--- src/rtl/dag_host_loader.sv ---
`default_nettype none
// ============================================================================
// Module      : dag_host_loader
// Description : Host-side command engine for the DAG processor core.
//               One valid/ready word stream carries header beats and payload.
//               The engine packs instruction beats into wide instructions and
//               streams data words into the banked data memory. It reads data
//               back through a response FIFO, runs the core until its program
//               counter reaches a target, then swaps the ping/pong buffers.
// Ports       : clk_i / rst_ni              clock, async active-low reset
//               in_valid_i/in_ready_o/in_data_i     command + payload stream
//               rsp_valid_o/rsp_ready_i/rsp_data_o  readback stream
//               busy_o, done_o, err_o        status (done/err are 1-cycle)
//               enable_execution_o, io_ping_wr_o    core run control
//               current_instr_rd_addr_i      core program counter
//               init_instr_*                 instruction memory write port
//               init_data_*                  data memory read/write port
// Revision    : 1.0 - initial release
// ============================================================================
module dag_host_loader #(
   parameter int HOST_W          = 32,
   parameter int INSTR_L         = 96,
   parameter int INSTR_ADDR_L    = 10,
   parameter int WORD_L          = 32,
   parameter int N_BANKS         = 8,
   parameter int DATA_MEM_ADDR_L = 9,
   parameter int RD_LAT          = 1,
   parameter int RSP_DEPTH       = 4
) (
   input  logic                                        clk_i,
   input  logic                                        rst_ni,
   input  logic                                        in_valid_i,
   output logic                                        in_ready_o,
   input  logic [HOST_W-1:0]                           in_data_i,
   output logic                                        rsp_valid_o,
   input  logic                                        rsp_ready_i,
   output logic [WORD_L-1:0]                           rsp_data_o,
   output logic                                        busy_o,
   output logic                                        done_o,
   output logic                                        err_o,
   output logic                                        enable_execution_o,
   output logic                                        io_ping_wr_o,
   input  logic [INSTR_ADDR_L-1:0]                     current_instr_rd_addr_i,
   output logic [INSTR_L-1:0]                          init_instr_o,
   output logic [INSTR_ADDR_L-1:0]                     init_instr_addr_o,
   output logic                                        init_instr_we_o,
   output logic [WORD_L-1:0]                           init_data_in_o,
   input  logic [WORD_L-1:0]                           init_data_out_i,
   output logic [$clog2(N_BANKS)+DATA_MEM_ADDR_L-1:0]  init_data_addr_o,
   output logic                                        init_data_we_o,
   output logic                                        init_data_re_o
);

   localparam int DADDR_L = $clog2(N_BANKS) + DATA_MEM_ADDR_L;
   localparam int BEATS   = (INSTR_L + HOST_W - 1) / HOST_W;
   localparam int BEAT_W  = (BEATS > 1) ? $clog2(BEATS) : 1;
   localparam int PTR_W   = (RSP_DEPTH > 1) ? $clog2(RSP_DEPTH) : 1;
   localparam int CNT_W   = $clog2(RSP_DEPTH + 1);

   localparam logic [3:0] OP_WR_INSTR = 4'd1;
   localparam logic [3:0] OP_WR_DATA  = 4'd2;
   localparam logic [3:0] OP_RD_DATA  = 4'd3;
   localparam logic [3:0] OP_RUN      = 4'd4;

   typedef enum logic [2:0] {
      S_IDLE   = 3'd0,
      S_WINSTR = 3'd1,
      S_WDATA  = 3'd2,
      S_RDATA  = 3'd3,
      S_RUN    = 3'd4
   } state_t;

   state_t state_q, state_d;
   logic   done_d, err_d;

   logic [11:0]             len_q, item_q, issued_q;
   logic [BEAT_W-1:0]       beat_q;
   logic [INSTR_ADDR_L-1:0] iaddr_q, instr_addr_q, run_pc_q;
   logic [DADDR_L-1:0]      daddr_q, wr_daddr_q;
   logic [WORD_L-1:0]       data_in_q;
   logic                    instr_we_q, data_we_q, done_q, err_q, ping_q;
   logic [RD_LAT-1:0]       rd_pipe_q;
   logic [CNT_W-1:0]        inflight_q, fifo_cnt_q;
   logic [WORD_L-1:0]       fifo_q [RSP_DEPTH];
   logic [PTR_W-1:0]        wptr_q, rptr_q;

   logic [3:0]  w_op;
   logic [11:0] w_len;
   logic        w_ifire, w_dfire, w_last_beat, w_last_item;
   logic        w_re, w_push, w_pop, w_run_end;

   assign w_op        = in_data_i[31:28];
   assign w_len       = in_data_i[27:16];
   assign w_ifire     = (state_q == S_WINSTR) && in_valid_i;
   assign w_dfire     = (state_q == S_WDATA) && in_valid_i;
   assign w_last_beat = (beat_q == BEAT_W'(BEATS - 1));
   // item_q counts instructions (WINSTR), words (WDATA) or pops (RDATA)
   assign w_last_item = (item_q == len_q - 12'd1);
   assign w_pop       = rsp_valid_o && rsp_ready_i;
   assign w_push      = rd_pipe_q[RD_LAT-1];
   assign w_run_end   = (state_q == S_RUN) && (current_instr_rd_addr_i == run_pc_q);
   // Reads in flight are counted against FIFO space so every returning word
   // always has a slot, regardless of how long the host stalls.
   assign w_re        = (state_q == S_RDATA) && (issued_q != len_q) &&
                        (({1'b0, inflight_q} + {1'b0, fifo_cnt_q}) < (CNT_W+1)'(RSP_DEPTH));

   always_ff @(posedge clk_i or negedge rst_ni) begin
      if (!rst_ni) state_q <= S_IDLE;
      else         state_q <= state_d;
   end

   always_comb begin
      state_d = state_q;
      done_d  = 1'b0;
      err_d   = 1'b0;
      case (state_q)
         S_IDLE: begin
            if (in_valid_i) begin
               case (w_op)
                  OP_WR_INSTR: if (w_len == 12'd0) done_d = 1'b1; else state_d = S_WINSTR;
                  OP_WR_DATA:  if (w_len == 12'd0) done_d = 1'b1; else state_d = S_WDATA;
                  OP_RD_DATA:  if (w_len == 12'd0) done_d = 1'b1; else state_d = S_RDATA;
                  OP_RUN:      state_d = S_RUN;
                  default:     err_d = 1'b1;
               endcase
            end
         end
         S_WINSTR: if (w_ifire && w_last_beat && w_last_item) begin
            state_d = S_IDLE;
            done_d  = 1'b1;
         end
         S_WDATA: if (w_dfire && w_last_item) begin
            state_d = S_IDLE;
            done_d  = 1'b1;
         end
         S_RDATA: if (w_pop && w_last_item) begin
            state_d = S_IDLE;
            done_d  = 1'b1;
         end
         S_RUN: if (w_run_end) begin
            state_d = S_IDLE;
            done_d  = 1'b1;
         end
         default: state_d = S_IDLE;
      endcase
   end

   always_ff @(posedge clk_i or negedge rst_ni) begin
      if (!rst_ni) begin
         len_q        <= '0;
         item_q       <= '0;
         issued_q     <= '0;
         beat_q       <= '0;
         iaddr_q      <= '0;
         instr_addr_q <= '0;
         run_pc_q     <= '0;
         daddr_q      <= '0;
         wr_daddr_q   <= '0;
         data_in_q    <= '0;
         instr_we_q   <= 1'b0;
         data_we_q    <= 1'b0;
         done_q       <= 1'b0;
         err_q        <= 1'b0;
         ping_q       <= 1'b0;
      end else begin
         done_q     <= done_d;
         err_q      <= err_d;
         instr_we_q <= w_ifire && w_last_beat;
         data_we_q  <= w_dfire;
         if ((state_q == S_IDLE) && in_valid_i) begin
            len_q    <= w_len;
            item_q   <= '0;
            issued_q <= '0;
            beat_q   <= '0;
            iaddr_q  <= in_data_i[INSTR_ADDR_L-1:0];
            run_pc_q <= in_data_i[INSTR_ADDR_L-1:0];
            daddr_q  <= in_data_i[DADDR_L-1:0];
         end
         if (w_ifire) begin
            if (w_last_beat) begin
               beat_q       <= '0;
               item_q       <= item_q + 12'd1;
               instr_addr_q <= iaddr_q;
               iaddr_q      <= iaddr_q + INSTR_ADDR_L'(1);
            end else begin
               beat_q <= beat_q + BEAT_W'(1);
            end
         end
         if (w_dfire) begin
            data_in_q  <= in_data_i[WORD_L-1:0];
            wr_daddr_q <= daddr_q;
            daddr_q    <= daddr_q + DADDR_L'(1);
            item_q     <= item_q + 12'd1;
         end
         if (w_re) begin
            daddr_q  <= daddr_q + DADDR_L'(1);
            issued_q <= issued_q + 12'd1;
         end
         if ((state_q == S_RDATA) && w_pop) item_q <= item_q + 12'd1;
         if (w_run_end) ping_q <= ~ping_q;
      end
   end

   // One register per beat; the last beat keeps only the bits that fit.
   // The assembled word stays put during the write cycle because the next
   // instruction's first beat lands only at the end of that cycle.
   for (genvar k = 0; k < BEATS; k++) begin : g_instr_seg
      localparam int LO = k * HOST_W;
      localparam int SW = ((INSTR_L - LO) < HOST_W) ? (INSTR_L - LO) : HOST_W;
      logic [SW-1:0] seg_q;
      always_ff @(posedge clk_i or negedge rst_ni) begin
         if (!rst_ni)                                  seg_q <= '0;
         else if (w_ifire && (beat_q == BEAT_W'(k)))   seg_q <= in_data_i[SW-1:0];
      end
      assign init_instr_o[LO +: SW] = seg_q;
   end

   // Read-return pipeline, in-flight counter and response FIFO
   always_ff @(posedge clk_i or negedge rst_ni) begin
      if (!rst_ni) begin
         rd_pipe_q  <= '0;
         inflight_q <= '0;
         fifo_cnt_q <= '0;
         wptr_q     <= '0;
         rptr_q     <= '0;
         for (int i = 0; i < RSP_DEPTH; i++) fifo_q[i] <= '0;
      end else begin
         rd_pipe_q <= RD_LAT'({rd_pipe_q, w_re});
         case ({w_re, w_push})
            2'b10:   inflight_q <= inflight_q + CNT_W'(1);
            2'b01:   inflight_q <= inflight_q - CNT_W'(1);
            default: inflight_q <= inflight_q;
         endcase
         case ({w_push, w_pop})
            2'b10:   fifo_cnt_q <= fifo_cnt_q + CNT_W'(1);
            2'b01:   fifo_cnt_q <= fifo_cnt_q - CNT_W'(1);
            default: fifo_cnt_q <= fifo_cnt_q;
         endcase
         if (w_push) begin
            fifo_q[wptr_q] <= init_data_out_i;
            wptr_q <= (wptr_q == PTR_W'(RSP_DEPTH - 1)) ? '0 : wptr_q + PTR_W'(1);
         end
         if (w_pop) begin
            rptr_q <= (rptr_q == PTR_W'(RSP_DEPTH - 1)) ? '0 : rptr_q + PTR_W'(1);
         end
      end
   end

   assign in_ready_o         = (state_q == S_IDLE) || (state_q == S_WINSTR) || (state_q == S_WDATA);
   assign busy_o             = (state_q != S_IDLE);
   assign done_o             = done_q;
   assign err_o              = err_q;
   assign enable_execution_o = (state_q == S_RUN);
   assign io_ping_wr_o       = ping_q;
   assign init_instr_addr_o  = instr_addr_q;
   assign init_instr_we_o    = instr_we_q;
   assign init_data_in_o     = data_in_q;
   assign init_data_we_o     = data_we_q;
   assign init_data_re_o     = w_re;
   assign init_data_addr_o   = (state_q == S_RDATA) ? daddr_q : wr_daddr_q;
   assign rsp_valid_o        = (fifo_cnt_q != '0);
   assign rsp_data_o         = fifo_q[rptr_q];

endmodule
`default_nettype wire

--- config.mk ---
export PLATFORM = sky130hd
export DESIGN_NAME = dag_host_loader
export DESIGN_NICKNAME = d
export VERILOG_FILES = /design/src/rtl/dag_host_loader.sv
export SDC_FILE = /design/constraint.sdc
export NUM_CORES = 1
export LEC_CHECK = 0
export BUFFER_PORTS_ARGS = -buffer_cell sky130_fd_sc_hd__buf_2
export CORE_MARGIN = 5
export CORE_UTILIZATION = 30
export DETAILED_ROUTE_END_ITERATION = 10
export HOLD_SLACK_MARGIN = 0.15
export MAX_ROUTING_LAYER = met4
export PLACE_DENSITY_LB_ADDON = 0.3
export RECOVER_POWER = 50
export SYNTH_ARGS = -nofsm -noshare
export SYNTH_HDL_FRONTEND = slang
export SYNTH_SLANG_ARGS = --single-unit
--- constraint.sdc ---
create_clock -name clk_i -period 5.8 [get_ports clk_i]
set_clock_uncertainty 0.2 [all_clocks]
set_input_delay 0 -clock clk_i [delete_from_list [all_inputs] [get_ports clk_i]]
set_output_delay 0 -clock clk_i [all_outputs]
set_load 0.02 [all_outputs]
==> summary.md <==
| Metric | Value |
|---|---|
| Fin crit share | `62.1%` |
| Critical path required time | `6.08 ns` |
| FFs w/ async S/R, synth | `100%` |
| FF-to-FF End | `inflight_q[1]` |
| Status | `finished, violations left` |
| Post-synth EDFFs | `0` |
| Reg-to-reg critical path startpoint | `state_q[0]` |
| CTS tree | `yes` |
| Net Sw Frac | `between 30% and 40%` |
| Initial antenna violation count | `7` |
| Setup crit end kind | `register` |
| Htree depth | `2` |
| Cell-internal power | `between 7 and 8 mW` |
| DRC Markers | `0` |
| Share of cells above drive strength 1 | `29.3%` |
| Iter 0 DRT Violations | `approximately 440` |
| Worst slew margin | `-44.6%` |
| Post-DRT Antenna Nets | `0` |
| Total congestion overflow | `0` |
| Die W | `243 um` |
| Worst hold-check slack | `0.191 ns` |
| Storage element area | `slightly above 0.009 mm^2` |
| Mean Syn Cell Area | `12.5 um^2` |
| Fin Setup TNS | `0 ns` |
| CP Launch Point | `state_q[0]` |
| # IOs | `270` |
| Placed Cells incl. Taps | `roughly 2200` |
| Startpoint Class | `register` |
| Gate Count Post-Synth | `approximately 1300` |
| Yosys reg bits | `367` |
| Via count | `about 12000` |
| Pwr/cell area | `between 500 and 600 mW/mm^2` |
| Crit path DAT | `3.88 ns` |
| Cts hold-fix bufs | `141` |
| Clk pwr share | `24.5%` |
| Max Slew Vio Count | `roughly 170` |
| Total iterations of the first detailed-routing run | `4` |
| Fin crit period | `3.60 ns` |
| Nets | `1795` |
| Ys flop type | `dfrtp_1` |
| Pre-CTS setup slack | `2.14 ns` |
| Fillcell total | `5273` |
| Critical path's top delay family | `simple AND/OR/NAND/NOR gates` |
| Post-cts resize count | `0` |
| RSZ-0062 raised after global routing | `false` |
| Row cnt | `85` |
| Comb power frac | `38.1%` |
| Sequential power share | `37.4%` |
| Total Wirelength | `45.7 mm` |
| Max stage delay on crit path | `1.09 ns` |
| Worst-path clk slew | `0.06 ns` |
| Total GRT Usage | `15.9%` |
| Final Non-Filler Cells | `2433` |
| Drt wl/cell | `18.8 um` |
| Final Hold Fails | `0` |
| Multi-input logic area | `between 0.006 and 0.007 mm^2` |
| CTS Sinks | `about 370` |
| Initial Utilization | `30.2%` |
| Fin worst setup slack | `2.20 ns` |
| TritonCTS Buffers | `44` |
| Crit Path Max Fanout | `25` |
| P_sw | `4.40 mW` |
| Die area | `0.0588 mm^2` |
| Crit path depth | `8` |
| Fmax | `278 MHz` |
| First-pass GRT wire length | `~73 mm` |
| Synthesized cell area | `0.0162 mm^2` |
| R2R depth | `8` |
| Insertion delay to the later sink of the worst-skew pair | `around 0.57 ns` |
| Vias in the first global route | `12600` |
| Failing checks | `capacitance limit, slew limit` |
| Root Driver | `clkbuf_16` |
| Tightest Pin Transition | `2.17 ns` |
| Seq/Total Area, Yosys | `a little under three fifths` |
| Most numerous cell on the critical path | `inv_1` |
| Yosys warns | `0` |
| Std-Cell Core Area | `approximately 0.054 mm^2` |
| Vias/cell | `4.78` |
| Area Growth Syn to Fin | `29.9%` |
| Static Leakage | `9.24 nW` |
| HPWL after DPL | `28.8 mm` |
| Largest net degree at the start of global routing | `between 150 and 200` |
| Placer Congestion | `0.811` |
| Die height | `243 um` |
| Maximum vdd ir drop | `around 0.00033 V` |
| CP Buf/Inv Count | `2` |
| Post-synth cell types | `73` |
| Worst Hold Class | `in -> reg` |
| Syn Nets | `1390` |
| Max-cap check violation count | `3` |
| Final setup vio count | `0` |
| Longest Clk Path Bufs | `3` |
| Most common cell after layout, fill and taps aside | `dfrtp_1` |
| Critical Path End | `inflight_q[1]` |
| CP max-delay cell | `nor4_4` |
| Commonest cells after routing, fill and taps aside | `366 x dfrtp_1, 247 x mux2_2, 242 x nand2_1, 155 x clkbuf_1, 140 x dlygate4sd3_1` |
| Critical Setup Path Class | `reg -> reg` |
| Worst R2R Setup Slack | `~2.2 ns` |
| I/O Buffers | `269` |
| CP Cell Sequence | `nor2b_1, nand2_1, nor4_4, inv_1, ha_1, inv_1, fa_1, o21ai_0` |
| Setup bufs post-CTS | `0` |
==> cells in the mapped netlist (all sizes together) (2+ instances only) <==
master / instances / area [um^2]
or3: 7 / 48.8
mux4: 32 / 721
a31oi: 2 / 12.5
mux2i: 10 / 100
a211o: 2 / 17.5
o21ai: 41 / 205
nand2: 242 / 908
buf: 32 / 145
dfrtp: 367 / 9180
a311o: 2 / 20.0
xnor2: 30 / 263
o22ai: 5 / 31.3
a41o: 2 / 21.3
and3: 7 / 43.8
nor2: 26 / 97.6
fa: 2 / 40.0
a21o: 2 / 15.0
nor4: 8 / 71.3
o21ba: 2 / 20.0
o31ai: 9 / 77.6
a21boi: 2 / 15.0
nor2b: 4 / 25.0
inv: 28 / 105
nand3: 21 / 110
nor4b: 3 / 26.3
o211a: 3 / 30.0
clkbuf: 35 / 131
a21oi: 21 / 105
ha: 14 / 175
mux2: 247 / 2780
a211oi: 4 / 30.0
xor2: 14 / 123
or2: 2 / 12.5
nand2b: 4 / 25.0
o32ai: 2 / 17.5
o211ai: 11 / 87.6
o41ai: 2 / 32.5
nor3: 11 / 60.1
and2: 3 / 18.8
nand4: 15 / 100
o311ai: 5 / 43.8
==> cell families after synthesis <==
logic type	share of synthesized area, %
simple gates	9.85
compound gates	5.31
fa+ha+maj	1.33
flops	56.6
xor+xnor	2.37
buf+inv	2.35
mux	22.2
==> layer usage <==
layer	share of wire, %	track usage, %	vias to the layer above
li1	-	-	5389
met5	0	-	-
met2	46	24.5	321
met3	7.2	4.96	72
met4	2.4	4.42	0
met1	44	20.4	5858
==> registers in the layout (all words and copies together), names as in the netlist, 2 cells and up <==
| register | cells |
|---|---|
| g_instr_seg.seg_q | 96 |
| wptr_q | 2 |
| init_data_in_o | 32 |
| len_q | 12 |
| fifo_cnt_q | 3 |
| iaddr_q | 10 |
| wr_daddr_q | 12 |
| run_pc_q | 10 |
| item_q | 12 |
| rptr_q | 2 |
| beat_q | 2 |
| inflight_q | 3 |
| issued_q | 12 |
| init_instr_addr_o | 10 |
| state_q | 3 |
| fifo_q | 128 |
| daddr_q | 12 |
==> tightest hold or removal path, cell delays in order <==
cell and delay (ns):
dlygate4sd3_1 0.53, buf_2 0.15, or3b_1 0.16, o41ai_2 0.08
==> power groups by stage <==
stage	Combinational (mW)	Sequential, mW	Clock [mW]
after floorplan	2.58	4.78	0
after global placement	4.47	4.30	0
after detailed placement	4.54	4.36	0
after CTS	4.63	4.34	2.96
after global routing	4.83	4.50	3.06
final	4.44	4.35	2.86
==> how the worst min path moves through the flow <==
| stage | startpoint | end | depth (start not counted) |
|---|---|---|---|
| 6_report | in_data_i[28] | state_q[2] | 4 |
| 5_1_grt | in_data_i[28] | state_q[2] | 4 |
| 4_1_cts | in_data_i[28] | state_q[2] | 4 |
| 3_5_place_dp | rst_ni | fifo_q[124] | 1 |
| 3_3_place_gp | rst_ni | fifo_q[124] | 1 |
| 2_1_floorplan | rst_ni | beat_q[0] | 0 |
==> area by class of cell <==
| cell class | count | area share [%] |
|---|---|---|
| sequential | 367 | 43.6 |
| multi-input combinational | 834 | 31.7 |
| timing repair buffer | 426 | 12.9 |
| clock buffer | 65 | 6.22 |
| tap | 696 | 4.13 |
| clock inverter | 11 | 0.902 |
| inverter | 28 | 0.499 |
| antenna | 6 | 0.0712 |
==> stage by stage <==
step	cell area, um^2	power (mW)	utilization (%)
global placement	18300	8.77	34.1
finish	21100	11.6	39.2
detailed placement	18300	8.89	34.1
CTS	21300	11.9	39.6
global route	21100	12.4	39.2
floorplan	16200	7.35	-
No activity file was read; power rests on OpenSTA's default activity.
